$ cat src/rtl/wb_write_arbiter.sv
// Register-file write-port arbiter: in-order writeback vs. buffered long-latency results.
// Optional destination scoreboard enabled by defining WBARB_SCOREBOARD_EN.
module wb_write_arbiter #(
  parameter int DEPTH      = 4,
  parameter int STARVE_MAX = 8
) (
  input  logic                       CLK_WBArb,
  input  logic                       RST_WBArb,
  input  logic                       P_WE,
  input  logic [4:0]                 P_A3,
  input  logic [31:0]                P_WD,
  output logic                       P_Stall,
  input  logic                       L_Valid,
  output logic                       L_Ready,
  input  logic [4:0]                 L_A3,
  input  logic [31:0]                L_WD,
  input  logic                       Issue_Valid,
  input  logic [4:0]                 Issue_A3,
  output logic                       WE3,
  output logic [4:0]                 A3,
  output logic [31:0]                WD3,
  output logic [31:0]                Busy,
  output logic [$clog2(DEPTH+1)-1:0] Pending
);

  localparam int AW = $clog2(DEPTH);
  localparam int CW = $clog2(DEPTH + 1);
  localparam int SW = $clog2(STARVE_MAX + 1);
  localparam logic [CW-1:0] FULL_C   = CW'(DEPTH);
  localparam logic [SW-1:0] STARVE_C = SW'(STARVE_MAX);

  logic [4:0]    r_mem_a3 [DEPTH];
  logic [31:0]   r_mem_wd [DEPTH];
  logic [AW-1:0] r_wptr;
  logic [AW-1:0] r_rptr;
  logic [CW-1:0] r_count;
  logic [SW-1:0] r_starve;
  logic          r_we3;
  logic [4:0]    r_a3;
  logic [31:0]   r_wd3;

  logic          w_empty;
  logic          w_full;
  logic          w_forced;
  logic          w_push;
  logic          w_pop;
  logic          w_we_nxt;
  logic [4:0]    w_a3_nxt;
  logic [31:0]   w_wd_nxt;
  logic [4:0]    w_head_a3;
  logic [31:0]   w_head_wd;

  assign w_empty   = (r_count == {CW{1'b0}});
  assign w_full    = (r_count == FULL_C);
  assign w_forced  = !w_empty && (r_starve == STARVE_C);
  assign w_head_a3 = r_mem_a3[r_rptr];
  assign w_head_wd = r_mem_wd[r_rptr];

  // Ready depends on occupancy only, so a full FIFO refuses even while popping.
  assign L_Ready = !RST_WBArb && !w_full;
  assign w_push  = L_Valid && L_Ready;
  assign w_pop   = !w_empty && (w_forced || !P_WE);
  assign P_Stall = w_forced;

  always_comb begin
    w_we_nxt = 1'b0;
    w_a3_nxt = r_a3;
    w_wd_nxt = r_wd3;
    if (w_pop) begin
      w_we_nxt = (w_head_a3 != 5'd0);
      w_a3_nxt = w_head_a3;
      w_wd_nxt = w_head_wd;
    end else if (P_WE) begin
      w_we_nxt = (P_A3 != 5'd0);
      w_a3_nxt = P_A3;
      w_wd_nxt = P_WD;
    end else begin
      w_we_nxt = 1'b0;
    end
  end

  always_ff @(posedge CLK_WBArb) begin
    if (w_push) begin
      r_mem_a3[r_wptr] <= L_A3;
      r_mem_wd[r_wptr] <= L_WD;
    end
  end

  always_ff @(posedge CLK_WBArb or posedge RST_WBArb) begin
    if (RST_WBArb) begin
      r_wptr   <= {AW{1'b0}};
      r_rptr   <= {AW{1'b0}};
      r_count  <= {CW{1'b0}};
      r_starve <= {SW{1'b0}};
      r_we3    <= 1'b0;
      r_a3     <= 5'd0;
      r_wd3    <= 32'd0;
    end else begin
      if (w_push) r_wptr <= r_wptr + 1'b1;
      if (w_pop)  r_rptr <= r_rptr + 1'b1;
      case ({w_push, w_pop})
        2'b10:   r_count <= r_count + CW'(1);
        2'b01:   r_count <= r_count - CW'(1);
        default: r_count <= r_count;
      endcase
      // A non-empty FIFO that is not popped has necessarily lost to the pipeline.
      if (w_empty || w_pop)
        r_starve <= {SW{1'b0}};
      else if (r_starve != STARVE_C)
        r_starve <= r_starve + SW'(1);
      else
        r_starve <= r_starve;
      r_we3 <= w_we_nxt;
      r_a3  <= w_a3_nxt;
      r_wd3 <= w_wd_nxt;
    end
  end

`ifdef WBARB_SCOREBOARD_EN
  logic [31:0] r_busy;
  logic [31:0] w_set_mask;
  logic [31:0] w_clr_mask;

  assign w_set_mask = (Issue_Valid && (Issue_A3 != 5'd0)) ? (32'h1 << Issue_A3) : 32'h0;
  assign w_clr_mask = w_pop ? (32'h1 << w_head_a3) : 32'h0;

  // Set is applied after clear so a same-cycle issue to the drained register wins.
  always_ff @(posedge CLK_WBArb or posedge RST_WBArb) begin
    if (RST_WBArb) r_busy <= 32'h0;
    else           r_busy <= (r_busy & ~w_clr_mask) | w_set_mask;
  end

  assign Busy = r_busy;
`else
  logic w_unused_issue;
  assign w_unused_issue = Issue_Valid ^ (^Issue_A3);
  assign Busy = 32'h0;
`endif

  assign WE3     = r_we3;
  assign A3      = r_a3;
  assign WD3     = r_wd3;
  assign Pending = r_count;

endmodule

$ cat config.mk
export PLATFORM = sky130hd
export DESIGN_NAME = wb_write_arbiter
export DESIGN_NICKNAME = d
export VERILOG_FILES = /design/src/rtl/wb_write_arbiter.sv
export SDC_FILE = /design/constraint.sdc
export NUM_CORES = 1
export LEC_CHECK = 0
export ABC_CLOCK_PERIOD_IN_PS = 2300
export BUFFER_PORTS_ARGS = -buffer_cell sky130_fd_sc_hd__buf_2
export CAP_MARGIN = 30
export CORE_UTILIZATION = 49
export CTS_CLUSTER_SIZE = 40
export DETAILED_ROUTE_END_ITERATION = 10
export GPL_TIMING_DRIVEN = 0
export PLACE_DENSITY = 0.75
export SLEW_MARGIN = 20
export SYNTH_ARGS = -nofsm -noshare
export SYNTH_HDL_FRONTEND = slang
export SYNTH_SLANG_ARGS = --single-unit
$ cat constraint.sdc
create_clock -name CLK_WBArb -period 2.3 [get_ports CLK_WBArb]
set_clock_uncertainty 0.1 [all_clocks]
set_input_delay 0.115 -clock CLK_WBArb [delete_from_list [all_inputs] [get_ports CLK_WBArb]]
set_output_delay 0.115 -clock CLK_WBArb [all_outputs]
set_load 0.005 [all_outputs]
; ---- Yosys cells after proc, flatten, opt, wreduce, memory -nomap -nowiden
; Memories as Yosys holds them, arrays and structs flattened.
; Cells that the tools add are included.
[totals]
ff_bits = 49
ram_bits = 148
inputBits = 84
output_inout_bits = 75
n_memories = 2
[op_classes]
n_addsub = 5
n_eq_ne = 5
muxes = 11
reduce_logical = 16
[memory_table]
columns = name, words, width, rd, rd_ports_with_merged_regs, write_ports, line_no
row1 = r_mem_wd, 4, 32, 1, 0, 1, 33  ; logic [31:0] r_mem_wd [DEPTH];
row2 = r_mem_a3, 4, 5, 1, 0, 1, 32  ; logic [4:0] r_mem_a3 [DEPTH];
[ops]
columns = operator, n
row1 = $mux W32, 2
row2 = $mux W5, 2
row3 = $reduce_bool A5 Y1, 2
row4 = $mux W4, 2
row5 = $pmux W3 S2, 1
row6 = $reduce_bool A2 Y1, 3
row7 = $add A2 B1 Y2 const B, 2
row8 = $add A4 B1 Y4 const B, 1
row9 = $eq A4 B4 Y1 const B, 1
row10 = $logic_and A1 B1 Y1, 4
row11 = $logic_not A1 Y1, 4
row12 = $mux W1, 4
row13 = $ne A4 B4 Y1 const B, 1
row14 = $add A3 B1 Y3 const B, 1
row15 = $eq A3 B3 Y1 const B, 1
row16 = $logic_not A3 Y1, 1
row17 = $sub A3 B1 Y3 const B, 1
row18 = $eq A2 B1 Y1 const B, 1
row19 = $eq A2 B2 Y1 const B, 1
row20 = $logic_or A1 B1 Y1, 2

; ---- Longest topological paths before layout
; Gate-level depths: netlist (run 1).
[logic_depth]
depth_word = 7
depth_mapped = 10
ltp_nobuf = 9

; ---- Worst setup path after synthesis (run 1)
; No wires, ideal clock.
[synth_timing]
path_kind = reg-to-reg
startpoint = reg r_starve[0]
endpoint = reg r_count[1], in the netlist Pending[1]
setup_time_ns = 0.125
t_arrival_ns = 2.123
required_ns = 2.075
setup_slack_ns = -0.048
stages_incl_launch_ff = 9
path_buffers = 1
path_cell_list = dfrtp_1 -> inv_1 -> ha_1 -> nand3b_1 -> a21oi_2 -> buf_2 -> ha_1 -> fa_1 -> mux2_2
[synth_via]
elab_chain_len = 6
[synth_lines]
columns = item, line_no
row1 = start: declaration, 37  ; logic [SW-1:0] r_starve;
row2 = start signal: assignment, 94  ; r_starve <= {SW{1'b0}};
row3 = start signal: assignment, 108  ; r_starve <= {SW{1'b0}};
row4 = start signal: assignment, 110  ; r_starve <= r_starve + SW'(1);
row5 = $eq A4 B4 Y1 *, 55  ; assign w_forced = !w_empty && (r_starve == STARVE_C);
row6 = $logic_and A1 B1 Y1 *, 55
row7 = $logic_or A1 B1 Y1 *, 62  ; assign w_pop = !w_empty && (w_forced || !P_WE);
row8 = $logic_and A1 B1 Y1 *, 62
row9 = $eq A2 B1 Y1 / $eq A2 B2 Y1 (equally long branches), 101  ; case ({w_push, w_pop})
row10 = $pmux W3 S2 / $reduce_bool A2 Y1 (equally long branches), n/a
row11 = end signal: assignment, 102  ; 2'b10: r_count <= r_count + CW'(1);
row12 = end signal: assignment, 103  ; 2'b01: r_count <= r_count - CW'(1);
row13 = end signal: assignment, 104  ; default: r_count <= r_count;
row14 = end: declaration, 36  ; logic [CW-1:0] r_count;
; Every way passes the cells marked *; elsewhere a longest branch is shown, timed or not.
; A chain may end at the register's enable or synchronous reset.

; ---- Worst setup path in the final report (run 1)
; Same ends and word-level chain as after synthesis.

==> impl_metrics.csv, run 1 <==
group,metric,value,unit
route,drt_iter0_markers,283,
route,postRouteAntennaNets,0,
route,wl_met2,8780,um
setup_path,worstPathMaxFanout,3,
floorplanning,rows,46,
route,routed_wl,16700,um
setup_path,crit_path_end_kind,"flop",
global_route,grt_max_degree,32,
global_route,grt_use_total,21.2,%
place,dpl-instance-area,9040,um2
power,power.switching,3190,uW
floorplanning,die_w,129,um
global_route,grt_pass1_vias,4908,
cells_and_area,post-route-util,66.0,%
clock_tree,clk_latency,0.43,ns
place,portBuffers,120,
yosys,ys_ff_latch,197,
power,ir_drop,0.647,mV
global_route,grt-ovfl-total,0,
power,sequentialPowerShare,45.2,%
power,p_int,7610,uW
setup_path,r2r_slack,0.08,ns
flow_run,maxCapViolations,0,
cells_and_area,stdcell_area,10500,um2
clock_tree,htree_levels,4,
yosys,ys_seq_area_share,71.4,%
place,place_congestion,0.731,
setup_path,crit_slowest_cell,"fa_1",
worst_hold_path,hold_path_class,"input port to asynchronous set/reset pin",
clock_tree,cts_tree,"built",
floorplanning,boundaryPins,159,
setup_path,cp.arrival,2.43,ns
yosys,syn_area,7940,um2
route,vias_per_cell,5.05,
sta,finalSetupViolCount,0,
yosys,synth-main-ff-cell,"edfxtp_1",
clock_tree,clk_path_buf_depth,2,
clock_tree,numClockSinks,197,
run_status,status,"complete, no violations",
sta,worst_slew_pin_slew,0.652,ns
sta,setup_ws,0.0792,ns
cells_and_area,area_growth,31.7,%
cells_and_area,drive_above_1_share,35.6,%
setup_path,crit_family,"adder cells",
floorplanning,start_util,50.2,%
setup_path,cp-start-kind,"flop",
yosys,synth_warnings,0,
yosys,synth_top_area_share,56.0,%
sta,slew_headroom,56.6,%
route,vias,4732,
power,p_clk_share,25.3,%
yosys,netlist_top_cells_area,"edfxtp_1, dfrtp_1, mux4_2",
global_route,antenna_found_initial,0,
route,wl_per_cell,17.8,um
floorplanning,die-area,16700,um2
yosys,async_flop_share,24.9,%
sta,period_minus_slack,2.22,ns
yosys,yosysMostFrequentCell,"edfxtp_1",
cells_and_area,layout.nets,799,
yosys,netlist_instances,448,
cells_and_area,fill_cells,1109,
route,wl_met3,987,um
route,firstDrtPassIters,5,
yosys,avgSynthCellArea,17.7,um2
route,drc,0,
setup_path,worst_ep_required_time,2.51,ns
yosys,synth_edf_count,148,
setup_path,worst-path-buf-inv,2,
place,preCtsSetupSlack,-0.281,ns
sta,drv_slew,0,
clock_tree,clk_pin_slew_worst_paths,0.07,ns
sta,hold_viol_final,0,
power,p_comb_share,29.5,%
yosys,synth_commonest_cells,"edfxtp_1, dfrtp_1, buf_4, nand2_1",
sta,fin_crit_sh,96.6,%
global_route,grt_pass1_wl,25600,um
floorplanning,die_h,129,um
yosys,yosysTopAreaCell,"edfxtp_1",
power,leakage,0.00412,uW
setup_path,setup.worst_path.class,"flop to flop",
floorplanning,coreArea,15800,um2
sta,timing.fmax,450,MHz
clock_tree,root_buffer,"clkbuf_16",
clock_tree,cts_made_buffers,17,
yosys,yosysUniqueCellTypes,32,
power,p_total,10800,uW
place,place_hpwl,10800,um
power,power_density,1030,nW/um2
setup_path,cpPeakStageDelay,0.43,ns
power,switching_share,29.6,%
route,top_layer_used,"met4",
route,wl_met1,6740,um
setup_path,worstPathCellList,"inv_1, ha_1, nand3b_1, a21oi_4, buf_8, ha_2, fa_1, mux2_2",
==> per-stage QoR <==
step	instances	hold WS, ns	setup TNS [ns]
2_1_floorplan	479	0.114	0
3_3_place_gp	815	0.226	-0.717
3_5_place_dp	820	0.0841	-2.05
4_1_cts	929	0.00221	0
5_1_grt	936	0.228	-0.0582
6_report	937	0.177	0
==> worst reg2reg max path, cell delays in order (launching register included) <==
cell and delay (ns):
dfrtp_1 0.41, inv_1 0.07, ha_1 0.14, nand3b_1 0.16, a21oi_4 0.24, buf_8 0.12
ha_2 0.18, fa_1 0.43, mux2_2 0.27
==> power by group through the flow <==
| stage | logic [uW] | registers (uW) | clock network (uW) |
|---|---|---|---|
| 2_1_floorplan | 1880 | 4930 | 0 |
| 3_3_place_gp | 2840 | 4900 | 0 |
| 3_5_place_dp | 3000 | 4940 | 0 |
| 4_1_cts | 3150 | 4890 | 2760 |
| 5_1_grt | 3470 | 4950 | 2910 |
| 6_report | 3190 | 4880 | 2730 |
==> state kept, by name, summed over array words and instances, names as in the netlist <==
signal	cells
A3	5
Pending	3
WD3	32
WE3	1
r_mem_a3	20
r_mem_wd	128
r_rptr	2
r_starve	4
r_wptr	2
==> worst paths after layout <==
path / start / to / depth (start not counted)
hold reg to reg: WD3[25] / WD3[25] / 2
min in group CLK_WBArb: L_WD[11] / r_mem_wd[1][11] / 2
setup / recovery: r_starve[0] / Pending[1] / 8
max in group asynchronous: RST_WBArb / WD3[20] / 4
hold / removal: RST_WBArb / r_wptr[0] / 3
setup reg to reg: r_starve[0] / Pending[1] / 8
==> what timing repair did <==
action | in CTS | in global routing
pin swaps | 1 | 1
endpoints found under the hold margin | 208 | 1
gates cloned | 0 | 0
resized for setup | 9 | 6
endpoints found under the setup margin | 32 | 11
setup buffers | 1 | 6
hold buffers | 76 | 1
==> cells in the final DEF (no fill, tap or decap), types with 2 or more instances in the layout <==
master         instances
clkinv_2               3
ha_1                   6
clkbuf_16             17
inv_8                  3
edfxtp_1             148
buf_4                 45
clkbuf_1               6
nor3_2                 2
o21ai_0               37
nand3b_1               2
dfrtp_1               47
buf_12                 4
clkbuf_2               3
nand2_1               38
conb_1                32
mux2i_1               37
dfrtp_2                2
xnor2_1                5
mux4_1                 5
inv_1                  6
xor2_1                 3
nor2_1                 7
mux4_2                32
dlygate4sd3_1         77
buf_2                123
and3_2                 4
buf_1                  2
clkinv_4               2
clkinvlp_4             3
mux2_2                 2
==> metal layers <==
metal / track usage (%) / vias to the layer above
met5: 0 / -
met4: 6.44 / 0
met3: 4.75 / 16
met2: 38.1 / 174
met1: 25.6 / 2380
li1: - / 2162
==> kinds of logic (layout without fill, tap and decap cells) <==
kind of cell | count (synthesis) | after routing | synth area share (%)
multiplexers | 76 | 76 | 15.7
adder cells (fa/ha/maj) | 8 | 8 | 1.36
buffers and inverters | 59 | 300 | 4.74
flip-flops | 197 | 197 | 71.4
AO/OA/AOI/OAI | 40 | 40 | 2.60
AND/OR/NAND/NOR | 59 | 59 | 3.28
other | 1 | 33 | 0.0472
XOR/XNOR | 8 | 8 | 0.882
==> layout make-up <==
| class | instances | area [um2] | area share [%] |
|---|---|---|---|
| buffer | 52 | 364 | 3.48 |
| clock buffer | 20 | 447 | 4.27 |
| sequential | 197 | 5670 | 54.3 |
| clock inverter | 12 | 97.6 | 0.934 |
| inverter | 7 | 26.3 | 0.251 |
| tap | 216 | 270 | 2.59 |
| antenna | 1 | 2.50 | 0.0239 |
| timing repair buffer | 209 | 1530 | 14.6 |
| multi-input combinational | 223 | 2040 | 19.5 |
Note: power is estimated with default switching activity, not from simulation.
==> run 2, diff against run 1 <==
--- a/config.mk
+++ b/config.mk
@@ -5,14 +5,14 @@
 export SDC_FILE = /design/constraint.sdc
 export NUM_CORES = 1
 export LEC_CHECK = 0
-export ABC_CLOCK_PERIOD_IN_PS = 2300
+export ABC_CLOCK_PERIOD_IN_PS = 2100
 export BUFFER_PORTS_ARGS = -buffer_cell sky130_fd_sc_hd__buf_2
 export CAP_MARGIN = 30
-export CORE_UTILIZATION = 49
+export CORE_UTILIZATION = 55
 export CTS_CLUSTER_SIZE = 40
 export DETAILED_ROUTE_END_ITERATION = 10
 export GPL_TIMING_DRIVEN = 0
-export PLACE_DENSITY = 0.75
+export PLACE_DENSITY = 0.8
 export SLEW_MARGIN = 20
 export SYNTH_ARGS = -nofsm -noshare
 export SYNTH_HDL_FRONTEND = slang
==> constraint.sdc (replaced) <==
create_clock -name CLK_WBArb -period 2.1 [get_ports CLK_WBArb]
set_clock_uncertainty 0.1 [all_clocks]
set_input_delay 0.105 -clock CLK_WBArb [delete_from_list [all_inputs] [get_ports CLK_WBArb]]
set_output_delay 0.105 -clock CLK_WBArb [all_outputs]
set_load 0.005 [all_outputs]
==> run 2 against run 1 <==
The flow now finishes with violations (setup timing). Maximum frequency is 4.4% higher. Global-route usage is 3.2 points higher. Core utilization is 8.9 points higher. Total power increased by 12%. Hold slack better by 0.093 ns. Final area rose by 0.35%. Count of clock-buffer cells in the layout fell by 2. Critical endpoint unchanged.
==> impl_metrics.csv, run 2 (synthesized netlist as in run 1, its figures left out) <==
group,metric,value,unit
run_status,status,"finished, violations left",
run_status,violations,"setup timing",
floorplanning,rows,43,
route,routed_wl,17100,um
flow_run,maxCapViolations,0,
route,wl_per_cell,18.9,um
route,vias,4809,
cells_and_area,top_register,"r_mem_wd",
sta,finalSetupViolCount,1,
sta,setup_ws,-0.0276,ns
floorplanning,start_util,56.8,%
power,sequentialPowerShare,44.5,%
place,place_hpwl,10000,um
cells_and_area,area_growth,32.1,%
power,leakage,0.00416,uW
cells_and_area,stdcell_area,10500,um2
place,dpl-instance-area,9000,um2
global_route,busiest_layer,"met2",
setup_path,crit_slowest_cell,"fa_2",
sta,drv_slew,0,
power,p_comb_share,29.5,%
global_route,use_met1,30.6,%
global_route,grt_pass1_wl,25900,um
setup_path,worstPathMaxFanout,2,
setup_path,crit_path_end_kind,"flop",
setup_path,worstPathCellList,"inv_1, ha_1, nand3b_1, a21oi_4, buf_8, ha_4, fa_2, mux2_2",
global_route,use_met3,4.59,%
clock_tree,htree_levels,4,
worst_hold_path,hold_path_class,"input port to asynchronous set/reset pin",
floorplanning,die_h,122,um
clock_tree,clk_latency,0.43,ns
sta,finalSetupTns,-0.0276,ns
power,power.switching,3500,uW
setup_path,worst_ep_required_time,2.32,ns
sta,fin_crit_sh,101,%
cells_and_area,largest_register_ffs,128,
sta,period_minus_slack,2.13,ns
place,portBuffers,120,
clock_tree,numClockSinks,197,
power,p_clk_share,26.0,%
sta,hold_viol_final,0,
sta,worst_slew_pin_slew,0.683,ns
route,vias_per_cell,5.31,
clock_tree,clk_pin_slew_worst_paths,0.07,ns
cells_and_area,fill_cells,863,
setup_path,cpPeakStageDelay,0.41,ns
floorplanning,boundaryPins,159,
global_route,grt_use_total,24.4,%
floorplanning,die_w,122,um
global_route,grt-ovfl-total,0,
route,drt_iter0_markers,271,
global_route,grt_max_degree,50,
cells_and_area,post-route-util,75.0,%
global_route,antenna_found_initial,0,
clock_tree,root_buffer,"clkbuf_16",
clock_tree,clk_path_buf_depth,2,
setup_path,setup.worst_path.class,"flop to flop",
route,firstDrtPassIters,4,
clock_tree,cts_tree,"built",
power,ir_drop,0.704,mV
setup_path,crit_family,"adder cells",
cells_and_area,layout_common_cells,"edfxtp_1, buf_2, dlygate4sd3_1, buf_4, dfrtp_1",
setup_path,cp.arrival,2.34,ns
floorplanning,coreArea,14000,um2
sta,slew_headroom,54.5,%
setup_path,cp-start-kind,"flop",
global_route,grt_pass1_vias,4930,
cells_and_area,final_common_cell,"edfxtp_1",
place,place_congestion,0.699,
power,switching_share,28.9,%
route,postRouteAntennaNets,0,
cells_and_area,layout.nets,804,
power,p_int,8580,uW
clock_tree,cts_made_buffers,17,
cells_and_area,drive_above_1_share,36.7,%
sta,timing.fmax,470,MHz
setup_path,worst-path-buf-inv,2,
power,p_total,12100,uW
cells_and_area,diodes,0,
sta,grt_setup_unrepaired,"true",
route,drc,0,
power,power_density,1150,nW/um2
floorplanning,die-area,14900,um2
global_route,use_met2,42.3,%
run 2: changes by cell type in the layout (fill, tap and decap cells not counted), sizes merged:
cell      before  now
bufinv         0    2
diode          1    0
inv           11    9
clkinv         5    8
buf          177  181
clkinvlp       3    2
clkbuf        27   26
run 2: per-stage QoR:
| step | setup WS, ns | hold slack (ns) | instances |
|---|---|---|---|
| 5_1_grt | -0.0900 | 0.314 | 905 |
| 2_1_floorplan | -0.0887 | 0.104 | 479 |
| 6_report | -0.0276 | 0.270 | 905 |
| 3_3_place_gp | -0.313 | 0.216 | 779 |
| 4_1_cts | -0.0281 | 0.268 | 901 |
| 3_5_place_dp | -0.341 | 0.176 | 783 |
run 2: per-layer routing:
layer,wire length (um),vias to the layer above
met5,0,-
met4,302,0
met3,889,26
met2,9110,170
met1,6810,2443
li1,-,2170
run 2: final cells by class:
cell class | instances | area, um2 | share of cell area, %
inverters | 7 | 28.8 | 0.274
plain buffers | 52 | 369 | 3.52
repair buffers | 214 | 1550 | 14.8
multi-input cells | 223 | 2070 | 19.8
flip-flops and latches | 197 | 5670 | 54.1
well taps | 180 | 225 | 2.15
clock buffers | 18 | 439 | 4.19
clock inverters | 14 | 133 | 1.26
run 2: final timing paths:
check,from,endpoint,slack (ns),cells past startpoint
min,RST_WBArb,Pending[0],0.27,3
max,r_starve[0],Pending[1],-0.03,8
min reg2reg,WD3[6],WD3[6],0.38,2
max in group asynchronous,RST_WBArb,Pending[2],1.15,3
max reg2reg,r_starve[0],Pending[1],-0.03,8
min in group CLK_WBArb,L_WD[11],r_mem_wd[1][11],0.32,2
run 2: tightest hold or removal path: cells and delay by family:
kind / cells / cell delay, ns
buffers and inverters: 3 / 1.19
run 2: repair_timing:
item / CTS / global route
setup buffers: 9 / 4
hold buffers: 77 / 0
resized for setup: 13 / 5
pin swaps: 2 / 5
endpoints found under the setup margin: 35 / 74
endpoints found under the hold margin: 240 / 0
run 2: power groups by stage:
| stage | combinational [uW] | clock (uW) | sequential [uW] |
|---|---|---|---|
| final | 3560 | 3140 | 5370 |
| after global routing | 3870 | 3320 | 5440 |
| after CTS | 3510 | 3170 | 5350 |
| after detailed placement | 3240 | 0 | 5420 |
| after global placement | 3100 | 0 | 5370 |
| after floorplan | 2070 | 0 | 5410 |
